===== src/rtl/das_sum_accum_pkg.sv =====
// Shared types and width helpers for the delay-and-sum accumulator and its neighbours.
package das_sum_accum_pkg;

    typedef enum logic [1:0] {
        ST_IDLE  = 2'd0,
        ST_ACCUM = 2'd1,
        ST_DRAIN = 2'd2,
        ST_HOLD  = 2'd3
    } state_e;

    // Accumulator width that cannot wrap for num_ch full-scale products.
    function automatic int unsigned acc_width(input int unsigned data_w,
                                              input int unsigned coef_w,
                                              input int unsigned apod_en,
                                              input int unsigned num_ch);
        return data_w + ((apod_en != 0) ? coef_w : 0) + $clog2(num_ch);
    endfunction

    function automatic int unsigned cnt_width(input int unsigned num_ch);
        return $clog2(num_ch + 1);
    endfunction

endpackage


===== src/rtl/das_sum_accum_if.sv =====
// Sample-in / result-out bus of the delay-and-sum accumulator.
interface das_sum_accum_if #(
    parameter int unsigned DATA_WIDTH = 16,
    parameter int unsigned COEF_WIDTH = 8,
    parameter int unsigned OUT_WIDTH  = 18,
    parameter int unsigned CNT_W      = 3
);
    logic                         start_sum;
    logic                         sum_en;
    logic                         sample_ready;
    logic signed [DATA_WIDTH-1:0] delayed_sample;
    logic signed [COEF_WIDTH-1:0] apod_weight;
    logic                         done_channel;
    logic signed [OUT_WIDTH-1:0]  sum_result;
    logic                         valid;
    logic                         out_ready;
    logic                         overflow;
    logic [CNT_W-1:0]             chan_count;
    logic                         busy;

    // Producer/consumer side (delay stage and envelope detector).
    modport master (
        output start_sum, sum_en, delayed_sample, apod_weight, done_channel, out_ready,
        input  sample_ready, sum_result, valid, overflow, chan_count, busy
    );

    // Accumulator side.
    modport slave (
        input  start_sum, sum_en, delayed_sample, apod_weight, done_channel, out_ready,
        output sample_ready, sum_result, valid, overflow, chan_count, busy
    );
endinterface


===== src/rtl/das_sum_accum_sat_shift.sv =====
// Combinational arithmetic right shift followed by clamp or truncation to OUT_W, with overflow flag.
module das_sum_accum_sat_shift #(
    parameter int unsigned IN_W     = 26,
    parameter int unsigned OUT_W    = 18,
    parameter int unsigned SHIFT    = 0,
    parameter int unsigned SATURATE = 1
) (
    input  logic signed [IN_W-1:0]  value,
    output logic signed [OUT_W-1:0] result,
    output logic                    overflow
);

    logic signed [IN_W-1:0] shifted;

    assign shifted = value >>> SHIFT;

    if (OUT_W < IN_W) begin : g_narrow
        localparam logic [OUT_W-1:0] SAT_MAX = {1'b0, {(OUT_W-1){1'b1}}};
        localparam logic [OUT_W-1:0] SAT_MIN = {1'b1, {(OUT_W-1){1'b0}}};

        // Value fits when every bit above the output sign bit repeats it.
        logic [IN_W-OUT_W:0] top_bits;
        logic                fits;

        assign top_bits = shifted[IN_W-1:OUT_W-1];
        assign fits     = (top_bits == '0) || (top_bits == '1);
        assign overflow = !fits;

        if (SATURATE != 0) begin : g_sat
            assign result = fits ? shifted[OUT_W-1:0]
                                 : (shifted[IN_W-1] ? SAT_MIN : SAT_MAX);
        end else begin : g_trunc
            assign result = shifted[OUT_W-1:0];
        end
    end else begin : g_wide
        assign result   = OUT_W'(shifted);
        assign overflow = 1'b0;
    end

endmodule


===== src/rtl/das_sum_accum.sv =====
// Delay-and-sum accumulator: weights and sums NUM_CHANNELS samples per focal point and
// hands out one scaled, saturated result through a valid/ready handshake.
module das_sum_accum
    import das_sum_accum_pkg::*;
#(
    parameter int unsigned DATA_WIDTH   = 16,
    parameter int unsigned COEF_WIDTH   = 8,
    parameter int unsigned NUM_CHANNELS = 4,
    parameter int unsigned APOD_EN      = 1,
    parameter int unsigned OUT_WIDTH    = 18,
    parameter int unsigned OUT_SHIFT    = 0,
    parameter int unsigned SATURATE     = 1
) (
    input  logic            clk,
    input  logic            reset_n,
    das_sum_accum_if.slave  bus
);

    localparam int unsigned PROD_W = DATA_WIDTH + ((APOD_EN != 0) ? COEF_WIDTH : 0);
    localparam int unsigned ACC_W  = acc_width(DATA_WIDTH, COEF_WIDTH, APOD_EN, NUM_CHANNELS);
    localparam int unsigned CNT_W  = cnt_width(NUM_CHANNELS);
    localparam logic [CNT_W-1:0] LAST_IDX = CNT_W'(NUM_CHANNELS - 1);

    state_e state_q, state_d;

    logic                     accept_c;
    logic                     clear_c;
    logic signed [PROD_W-1:0] product_c;
    logic signed [ACC_W-1:0]  acc_sum_c;
    logic signed [OUT_WIDTH-1:0] sat_c;
    logic                     ovf_c;

    logic signed [PROD_W-1:0] prod_q;
    logic signed [ACC_W-1:0]  acc_q;
    logic [CNT_W-1:0]         chan_count_q;
    logic signed [OUT_WIDTH-1:0] sum_result_q;
    logic                     valid_q;
    logic                     overflow_q;
    logic                     sample_ready_q;
    logic                     busy_q;

    // Weighted sample for the product register.
    if (APOD_EN != 0) begin : g_apod
        assign product_c = PROD_W'(bus.delayed_sample) * PROD_W'(bus.apod_weight);
    end else begin : g_no_apod
        assign product_c = bus.delayed_sample;
    end

    assign acc_sum_c = acc_q + ACC_W'(prod_q);

    das_sum_accum_sat_shift #(
        .IN_W     (ACC_W),
        .OUT_W    (OUT_WIDTH),
        .SHIFT    (OUT_SHIFT),
        .SATURATE (SATURATE)
    ) u_sat_shift (
        .value    (acc_sum_c),
        .result   (sat_c),
        .overflow (ovf_c)
    );

    always_ff @(posedge clk or negedge reset_n) begin
        if (!reset_n) begin
            state_q <= ST_IDLE;
        end else begin
            state_q <= state_d;
        end
    end

    // Next state; clear_c starts a fresh focal point.
    always_comb begin
        state_d  = state_q;
        clear_c  = 1'b0;
        accept_c = 1'b0;
        unique case (state_q)
            ST_IDLE: begin
                if (bus.start_sum) begin
                    state_d = ST_ACCUM;
                    clear_c = 1'b1;
                end
            end
            ST_ACCUM: begin
                accept_c = bus.sum_en;
                if (bus.done_channel || (accept_c && (chan_count_q == LAST_IDX))) begin
                    state_d = ST_DRAIN;
                end
            end
            ST_DRAIN: begin
                state_d = ST_HOLD;
            end
            ST_HOLD: begin
                if (bus.out_ready) begin
                    if (bus.start_sum) begin
                        state_d = ST_ACCUM;
                        clear_c = 1'b1;
                    end else begin
                        state_d = ST_IDLE;
                    end
                end
            end
            default: state_d = ST_IDLE;
        endcase
    end

    // Two-stage datapath: product register, then accumulator.
    always_ff @(posedge clk or negedge reset_n) begin
        if (!reset_n) begin
            prod_q       <= '0;
            acc_q        <= '0;
            chan_count_q <= '0;
        end else if (clear_c) begin
            prod_q       <= '0;
            acc_q        <= '0;
            chan_count_q <= '0;
        end else begin
            prod_q <= accept_c ? product_c : '0;
            if ((state_q == ST_ACCUM) || (state_q == ST_DRAIN)) begin
                acc_q <= acc_sum_c;
            end
            if (accept_c) begin
                chan_count_q <= chan_count_q + CNT_W'(1);
            end
        end
    end

    // Result register and handshake flags.
    always_ff @(posedge clk or negedge reset_n) begin
        if (!reset_n) begin
            sum_result_q   <= '0;
            overflow_q     <= 1'b0;
            valid_q        <= 1'b0;
            sample_ready_q <= 1'b0;
            busy_q         <= 1'b0;
        end else begin
            if (state_q == ST_DRAIN) begin
                sum_result_q <= sat_c;
                overflow_q   <= ovf_c;
                valid_q      <= 1'b1;
            end else if ((state_q == ST_HOLD) && bus.out_ready) begin
                valid_q      <= 1'b0;
            end
            sample_ready_q <= (state_d == ST_ACCUM);
            busy_q         <= (state_d != ST_IDLE);
        end
    end

    assign bus.sum_result   = sum_result_q;
    assign bus.overflow     = overflow_q;
    assign bus.valid        = valid_q;
    assign bus.sample_ready = sample_ready_q;
    assign bus.busy         = busy_q;
    assign bus.chan_count   = chan_count_q;

endmodule


===== src/flat_wrapper.sv =====
// flat-port wrapper written by rule: the top's interface ports become plain ports
module das_sum_accum_flat import das_sum_accum_pkg::*;
#(
    parameter int unsigned DATA_WIDTH   = 16,
    parameter int unsigned COEF_WIDTH   = 8,
    parameter int unsigned NUM_CHANNELS = 4,
    parameter int unsigned APOD_EN      = 1,
    parameter int unsigned OUT_WIDTH    = 18,
    parameter int unsigned OUT_SHIFT    = 0,
    parameter int unsigned SATURATE     = 1
)
  (clk, reset_n, bus_start_sum, bus_sum_en, bus_delayed_sample, bus_apod_weight, bus_done_channel, bus_out_ready, bus_sample_ready, bus_sum_result, bus_valid, bus_overflow, bus_chan_count, bus_busy);
  das_sum_accum_if #(.DATA_WIDTH(DATA_WIDTH), .COEF_WIDTH(COEF_WIDTH), .OUT_WIDTH(OUT_WIDTH), .CNT_W(3)) bus_i ();
  input  logic clk;
  input  logic reset_n;
  input wire logic [$bits(bus_i.start_sum)-1:0] bus_start_sum;
  input wire logic [$bits(bus_i.sum_en)-1:0] bus_sum_en;
  input wire logic [$bits(bus_i.delayed_sample)-1:0] bus_delayed_sample;
  input wire logic [$bits(bus_i.apod_weight)-1:0] bus_apod_weight;
  input wire logic [$bits(bus_i.done_channel)-1:0] bus_done_channel;
  input wire logic [$bits(bus_i.out_ready)-1:0] bus_out_ready;
  output wire logic [$bits(bus_i.sample_ready)-1:0] bus_sample_ready;
  output wire logic [$bits(bus_i.sum_result)-1:0] bus_sum_result;
  output wire logic [$bits(bus_i.valid)-1:0] bus_valid;
  output wire logic [$bits(bus_i.overflow)-1:0] bus_overflow;
  output wire logic [$bits(bus_i.chan_count)-1:0] bus_chan_count;
  output wire logic [$bits(bus_i.busy)-1:0] bus_busy;
  assign bus_i.start_sum = bus_start_sum;
  assign bus_i.sum_en = bus_sum_en;
  assign bus_i.delayed_sample = bus_delayed_sample;
  assign bus_i.apod_weight = bus_apod_weight;
  assign bus_i.done_channel = bus_done_channel;
  assign bus_i.out_ready = bus_out_ready;
  assign bus_sample_ready = bus_i.sample_ready;
  assign bus_sum_result = bus_i.sum_result;
  assign bus_valid = bus_i.valid;
  assign bus_overflow = bus_i.overflow;
  assign bus_chan_count = bus_i.chan_count;
  assign bus_busy = bus_i.busy;
  das_sum_accum #(.DATA_WIDTH(DATA_WIDTH), .COEF_WIDTH(COEF_WIDTH), .NUM_CHANNELS(NUM_CHANNELS), .APOD_EN(APOD_EN), .OUT_WIDTH(OUT_WIDTH), .OUT_SHIFT(OUT_SHIFT), .SATURATE(SATURATE)) u_core (.clk(clk), .reset_n(reset_n), .bus(bus_i));
endmodule

===== config.mk =====
export PLATFORM = sky130hd
export DESIGN_NAME = das_sum_accum_flat
export DESIGN_NICKNAME = d
export VERILOG_FILES = /design/src/rtl/das_sum_accum_pkg.sv /design/src/rtl/das_sum_accum_if.sv /design/src/rtl/das_sum_accum_sat_shift.sv /design/src/rtl/das_sum_accum.sv /design/src/flat_wrapper.sv
export SDC_FILE = /design/constraint.sdc
export NUM_CORES = 1
export LEC_CHECK = 0
export ABC_AREA = 1
export CAP_MARGIN = 5
export CORE_ASPECT_RATIO = 1.4
export CORE_MARGIN = 2
export CORE_UTILIZATION = 40
export DETAILED_ROUTE_END_ITERATION = 10
export GPL_ROUTABILITY_DRIVEN = 1
export GPL_TIMING_DRIVEN = 0
export HOLD_SLACK_MARGIN = 0.03
export PLACE_DENSITY_LB_ADDON = 0.3
export SETUP_SLACK_MARGIN = 0.2
export SYNTH_ARGS = -nofsm -noshare
export SYNTH_HDL_FRONTEND = slang
export SYNTH_SLANG_ARGS = --single-unit

===== constraint.sdc =====
create_clock -name clk -period 4.4 [get_ports clk]
set_input_delay 0.44 -clock clk [delete_from_list [all_inputs] [get_ports clk]]
set_output_delay 0.44 -clock clk [all_outputs]
set_load 0.02 [all_outputs]

**Yosys cells after proc, flatten, opt, wreduce, memory -nomap -nowiden**

Cells that the tools add are included.

- Add/sub/neg operators: 2
- Equal/unequal tests: 6
- Multiply operators: 1
- Mux-type cells: 19
- Reductions and logical operators: 12

Operators by type and width:

| operator | number |
|---|---|
| $mux 26 | 2 |
| $mux 24 | 2 |
| $mux 18 | 2 |
| $add 26x24->26 | 1 |
| $mul 16x8->24 | 1 |
| $eq 9x9->1 const B | 1 |
| $logic_not 9->1 | 1 |
| $pmux 2 s4 | 1 |
| $reduce_bool 2->1 | 4 |
| $mux 1 | 6 |
| $mux 2 | 3 |
| $mux 3 | 2 |
| $eq 2x1->1 const B | 2 |
| $eq 2x2->1 const B | 2 |
| $add 3x1->3 const B | 1 |
| $eq 3x2->1 const B | 1 |
| $logic_or 1x1->1 | 3 |
| $logic_and 1x1->1 | 2 |
| $logic_not 2->1 | 1 |
| $pmux 1 s2 | 1 |
| $logic_not 1->1 | 1 |

- Output and inout bits: 25
- Register bits after elaboration: 77
- Bits of input ports: 30

**Depth between registers and ports, before layout**

- Depth after elaboration: 6
- Gate-level depth with buffers: 25

**Modules after synthesis**

Synthesis repeated with hierarchy kept, for this count alone.

- Cell total of the unflattened synthesis: 1472
- Area total of the unflattened synthesis: 10047.1 um^2

Modules (own cells, without submodules):

| module | times used | area an instance (um^2) | seq. area each (um^2) | cells each |
|---|---|---|---|---|
| das_sum_accum | 1 | 9800.6 | 1926.8 | 1419 |
| das_sum_accum_sat_shift | 1 | 246.5 | 0.0 | 53 |

**Worst setup path before layout**

No wires, ideal clock.

- Kind: input to register
- Start point: in bus_apod_weight[2]
- End point: reg u_core.prod_q[23]
- Cell stages on the path: 20
- Data required time: 4.283 ns
- Buffers on the path: 2
- Slack: -0.456 ns
- Arrival time: 4.739 ns
- Cells stage by stage: clkbuf_1 > clkbuf_1 > nand2_1 > fa_1 > inv_1 > fa_1 > fa_1 > inv_1 > fa_1 > inv_1 > ha_1 > nand2_1 > nor4_1 > nand4_1 > nand3_1 > a21oi_1 > o21bai_1 > nand2_1 > nand2_1 > nor2_1

- Longest elaborated chain between the ends: 3

Ends and longest elaborated chain:

| what | line | RTL |
|---|---|---|
| from (decl) | flat_wrapper.sv:19 | `input wire logic [$bits(bus_i.apod_weight)-1:0] bus_apod_weight;` |
| $mul 16x8->24 | das_sum_accum.sv:44 | `assign product_c = PROD_W'(bus.delayed_sample) * PROD_W'(bus.apod_weight);` |
| $mux 24 | das_sum_accum.sv:116 | `prod_q <= accept_c ? product_c : '0;` |
| $mux 24 | das_sum_accum.sv:111 | `end else if (clear_c) begin` |
| to (signal assigned) | das_sum_accum.sv:116 |  |
| to (decl) | das_sum_accum.sv:33 | `logic signed [PROD_W-1:0] prod_q;` |

No other way between the ends.
A chain may end at the register's enable or synchronous reset.

**Worst setup path in the final report**

- Start point: in bus_apod_weight[7]
- End point: reg u_core.prod_q[21]

Same word-level chain as after synthesis.

==> metrics.md <==
| Metric | Value |
|---|---|
| Status | `finished, violations left` |
| Failing checks | `negative setup slack` |
| FP Rows | `67` |
| DR vias/cell | `about 4.8` |
| Sequential Area | `roughly 0.0019 mm2` |
| Final period util | `1.000` |
| Synth-to-Final Area Change | `20.29%` |
| Antenna viol nets, final | `0` |
| Clock sink count | `77` |
| CTS buffer count | `9` |
| Die span in x | `around 140 um` |
| Fill cell count | `roughly 2.4k` |
| R2R depth | `18` |
| Req. time, crit path | `between 4 and 5 ns` |
| PortBufs | `31` |
| Clk Latency, worst-skew pair | `about 0.34 ns` |
| CTS tree | `yes` |
| Hold_buf cts | `0` |
| Initial core utilization | `0.4077` |
| Yosys warns | `0` |
| WHS | `around 0.028 ns` |
| GR Overflow Total | `0` |
| Worst slack at placement | `-0.8917 ns` |
| Post-synth EDFFs | `0` |
| RSZ-0062 raised after global routing | `true` |
| Synth top area share | `0.2130` |
| Hold Violations, Final | `0` |
| Worst Clk Skew | `~0.014 ns` |
| Final Util | `0.4905` |
| Hold Crit Class | `primary input to async pin` |
| Register share of total power | `0.149` |
| Combinational group share of total power | `0.746` |
| Netlist Area Pre-Place | `between 0.009 and 0.01 mm2` |
| Drt total wl | `23.74 mm` |
| Synth Register Bits | `77` |
| Placer Congestion | `slightly above 0.9` |
| Crit path to | `u_core.prod_q[21]` |
| Post-synth top flop | `dfrtp_1` |
| Placed Instance Area | `between 0.01 and 0.015 mm2` |
| Antenna violations before repair | `0` |
| Vias in the first global route | `approximately 8.5k` |
| Most frequent cells in the layout | `342 x nand2_1, 334 x inv_1, 97 x fa_1` |
| Largest cells by area after synthesis | `fa_1 21%, dfrtp_1 20%, nand2_1 14%, inv_1 13%, ha_1 9.9%` |
| CP Class | `primary input to register` |
| Async S/R FF share, synth | `1.000` |
| Cells after synthesis | `about 1.4k` |
| Max VDD drop | `0.2805 mV` |
| IO Count | `55` |
| H-tree Lvls | `3` |
| NetSw | `approximately 3700 uW` |
| Largest net degree at the start of global routing | `49` |
| Seq/Total Area, Yosys | `0.1971` |
| Fin Setup TNS | `-0.0006555 ns` |
| Diode count | `0` |
| Period minus WS final | `4.401 ns` |
| Core area | `between 0.02 and 0.025 mm2` |
| Worst r2r src | `u_core.prod_q[0]` |
| Drt drc | `0` |
| Int Power | `between 3000 and 4000 uW` |
| First-pass GRT wire length | `around 40 mm` |
| Fin. max-slew vios | `0` |
| Post-Syn Nets | `1,569` |
| Final HPWL DP | `approximately 20 mm` |
| Count of final setup violators | `1` |
| Router iterations before antenna repair | `7` |
| R2r endpoint | `u_core.bus.sum_result[10]` |
| Max-cap violations | `0` |
| Peak Freq | `around 230 MHz` |
| Worst setup EP type | `register` |
| Worst reg2reg setup slack | `between 1 and 1.5 ns` |
| Setup WS post-layout | `-0.0006555 ns` |
| Commonest non-fill, non-tap cell in the layout | `nand2_1` |
| Post-route cell area | `between 0.01 and 0.015 mm2` |
| Crit path max fanout | `6` |
| Yosys top cell by area | `fa_1` |
| Synth Area per Inst | `7.199 um2` |
| Multi-input logic area | `about 0.007 mm2` |
| Worst Setup SP | `bus_apod_weight[7]` |
| DRT iter0 DRCs | `about 380` |
| Arr. time, crit path | `about 4.6 ns` |
| LEAKAGE | `about 0.0065 uW` |
| Clock buffer depth | `2` |
| Slew @ Worst Pin | `~0.62 ns` |
| Routed WL per cell | `~14 um` |
| Nets | `1,638` |
| Crit start category | `primary input` |
| Total GRT Usage | `0.1934` |
| Net Sw Frac | `0.5004` |
| Pwr dens | `around 630 mW/mm2` |
| Post-synthesis cell type count | `44` |
| Clock power share | `0.105` |
| Share of cells above drive strength 1 | `0.1494` |
| CTS clk-pin slew, worst paths | `roughly 0.060 ns` |
| Routed vias | `slightly above 8k` |
| Die area | `~0.026 mm2` |
| Clk root buf | `clkbuf_16` |
| Chip height | `roughly 190 um` |
| Slew HR | `0.5849` |
synthesized netlist by cell type (all sizes together) (2+ instances only):
| cell type | number |
|---|---|
| a21oi | 69 |
| a31o | 4 |
| and2 | 3 |
| buf | 3 |
| clkbuf | 41 |
| dfrtp | 77 |
| fa | 104 |
| ha | 77 |
| inv | 350 |
| nand2 | 367 |
| nand3 | 53 |
| nand4 | 16 |
| nor2 | 84 |
| nor3 | 2 |
| nor4 | 3 |
| o211ai | 3 |
| o21ai | 54 |
| o21bai | 7 |
| o31ai | 3 |
| or2 | 5 |
| xnor2 | 19 |
| xor2 | 5 |
per-stage QoR:
stage	cells	total power, uW
6_report	1742	7449
5_1_grt	1742	8191
4_1_cts	1736	7117
3_5_place_dp	1700	5937
3_3_place_gp	1699	5840
2_1_floorplan	1358	4738
routing by layer:
layer / global-route usage / vias up / wire [um]
li1: - / 4183 / -
met1: 0.2268 / 3910 / 9760
met2: 0.3601 / 156 / 12440
met3: 0.01419 / 52 / 580
met4: 0.07692 / 0 / 952
met5: 0 / - / 0
timing repair:
action,4_1_cts,5_1_grt
cloned,1,0
gates resized for setup,47,36
endpoints found under the setup margin,15,14
pin swaps,47,28
setup buffers,19,6
worst min-delay path by stage:
stage / startpoint / endpoint / slack (ns)
after global routing: reset_n / u_core.state_q[0] / 0.06
after detailed placement: reset_n / u_core.state_q[0] / 0.40
after CTS: reset_n / u_core.state_q[0] / 0.04
final: reset_n / u_core.state_q[0] / 0.03
after floorplan: reset_n / u_core.acc_q[0] / 0.14
after global placement: u_core.bus.valid / u_core.bus.valid / 0.46
registers in the layout (all words and copies together), names as in the netlist:
name	flops
u_core.bus.sample_ready	1
u_core.prod_q	24
u_core.state_q	2
u_core.bus.busy	1
u_core.bus.overflow	1
u_core.bus.chan_count	3
u_core.bus.sum_result	18
u_core.acc_q	26
u_core.bus.valid	1
power groups by stage:
| stage | clock [uW] | sequential, uW | combinational (uW) |
|---|---|---|---|
| global route | 829 | 1150 | 6220 |
| detailed placement | 0 | 1130 | 4810 |
| global placement | 0 | 1120 | 4720 |
| CTS | 792 | 1120 | 5210 |
| finish | 780 | 1110 | 5560 |
| floorplan | 0 | 1220 | 3520 |
area by class of cell:
cell class,instances,area share
inverters,351,0.1124
repair buffers,58,0.05065
multi-input cells,886,0.5812
flip-flops and latches,77,0.1639
clock inverters,5,0.005533
well taps,310,0.03299
plain buffers,44,0.03192
clock buffers,11,0.02149
worst max-delay path, cell delays in order:
cell	delay, ns
buf_6	0.07
clkinvlp_4	0.10
buf_12	0.14
buf_12	0.12
buf_8	0.13
nor2_2	0.11
fa_1	0.42
fa_1	0.49
fa_1	0.54
inv_1	0.05
fa_1	0.52
inv_1	0.06
ha_4	0.27
a21oi_1	0.27
o211ai_1	0.18
nand2_1	0.10
nand3_2	0.12
buf_4	0.16
buf_4	0.12
o21ai_0	0.15
a21oi_1	0.06
kinds of logic after synthesis:
logic type      synth area share
buf+inv                   0.1535
flops                     0.1971
fa+ha+maj                 0.3115
compound gates           0.08844
simple gates              0.2280
xor+xnor                 0.02150
Note: power is estimated with default switching activity, not from simulation.
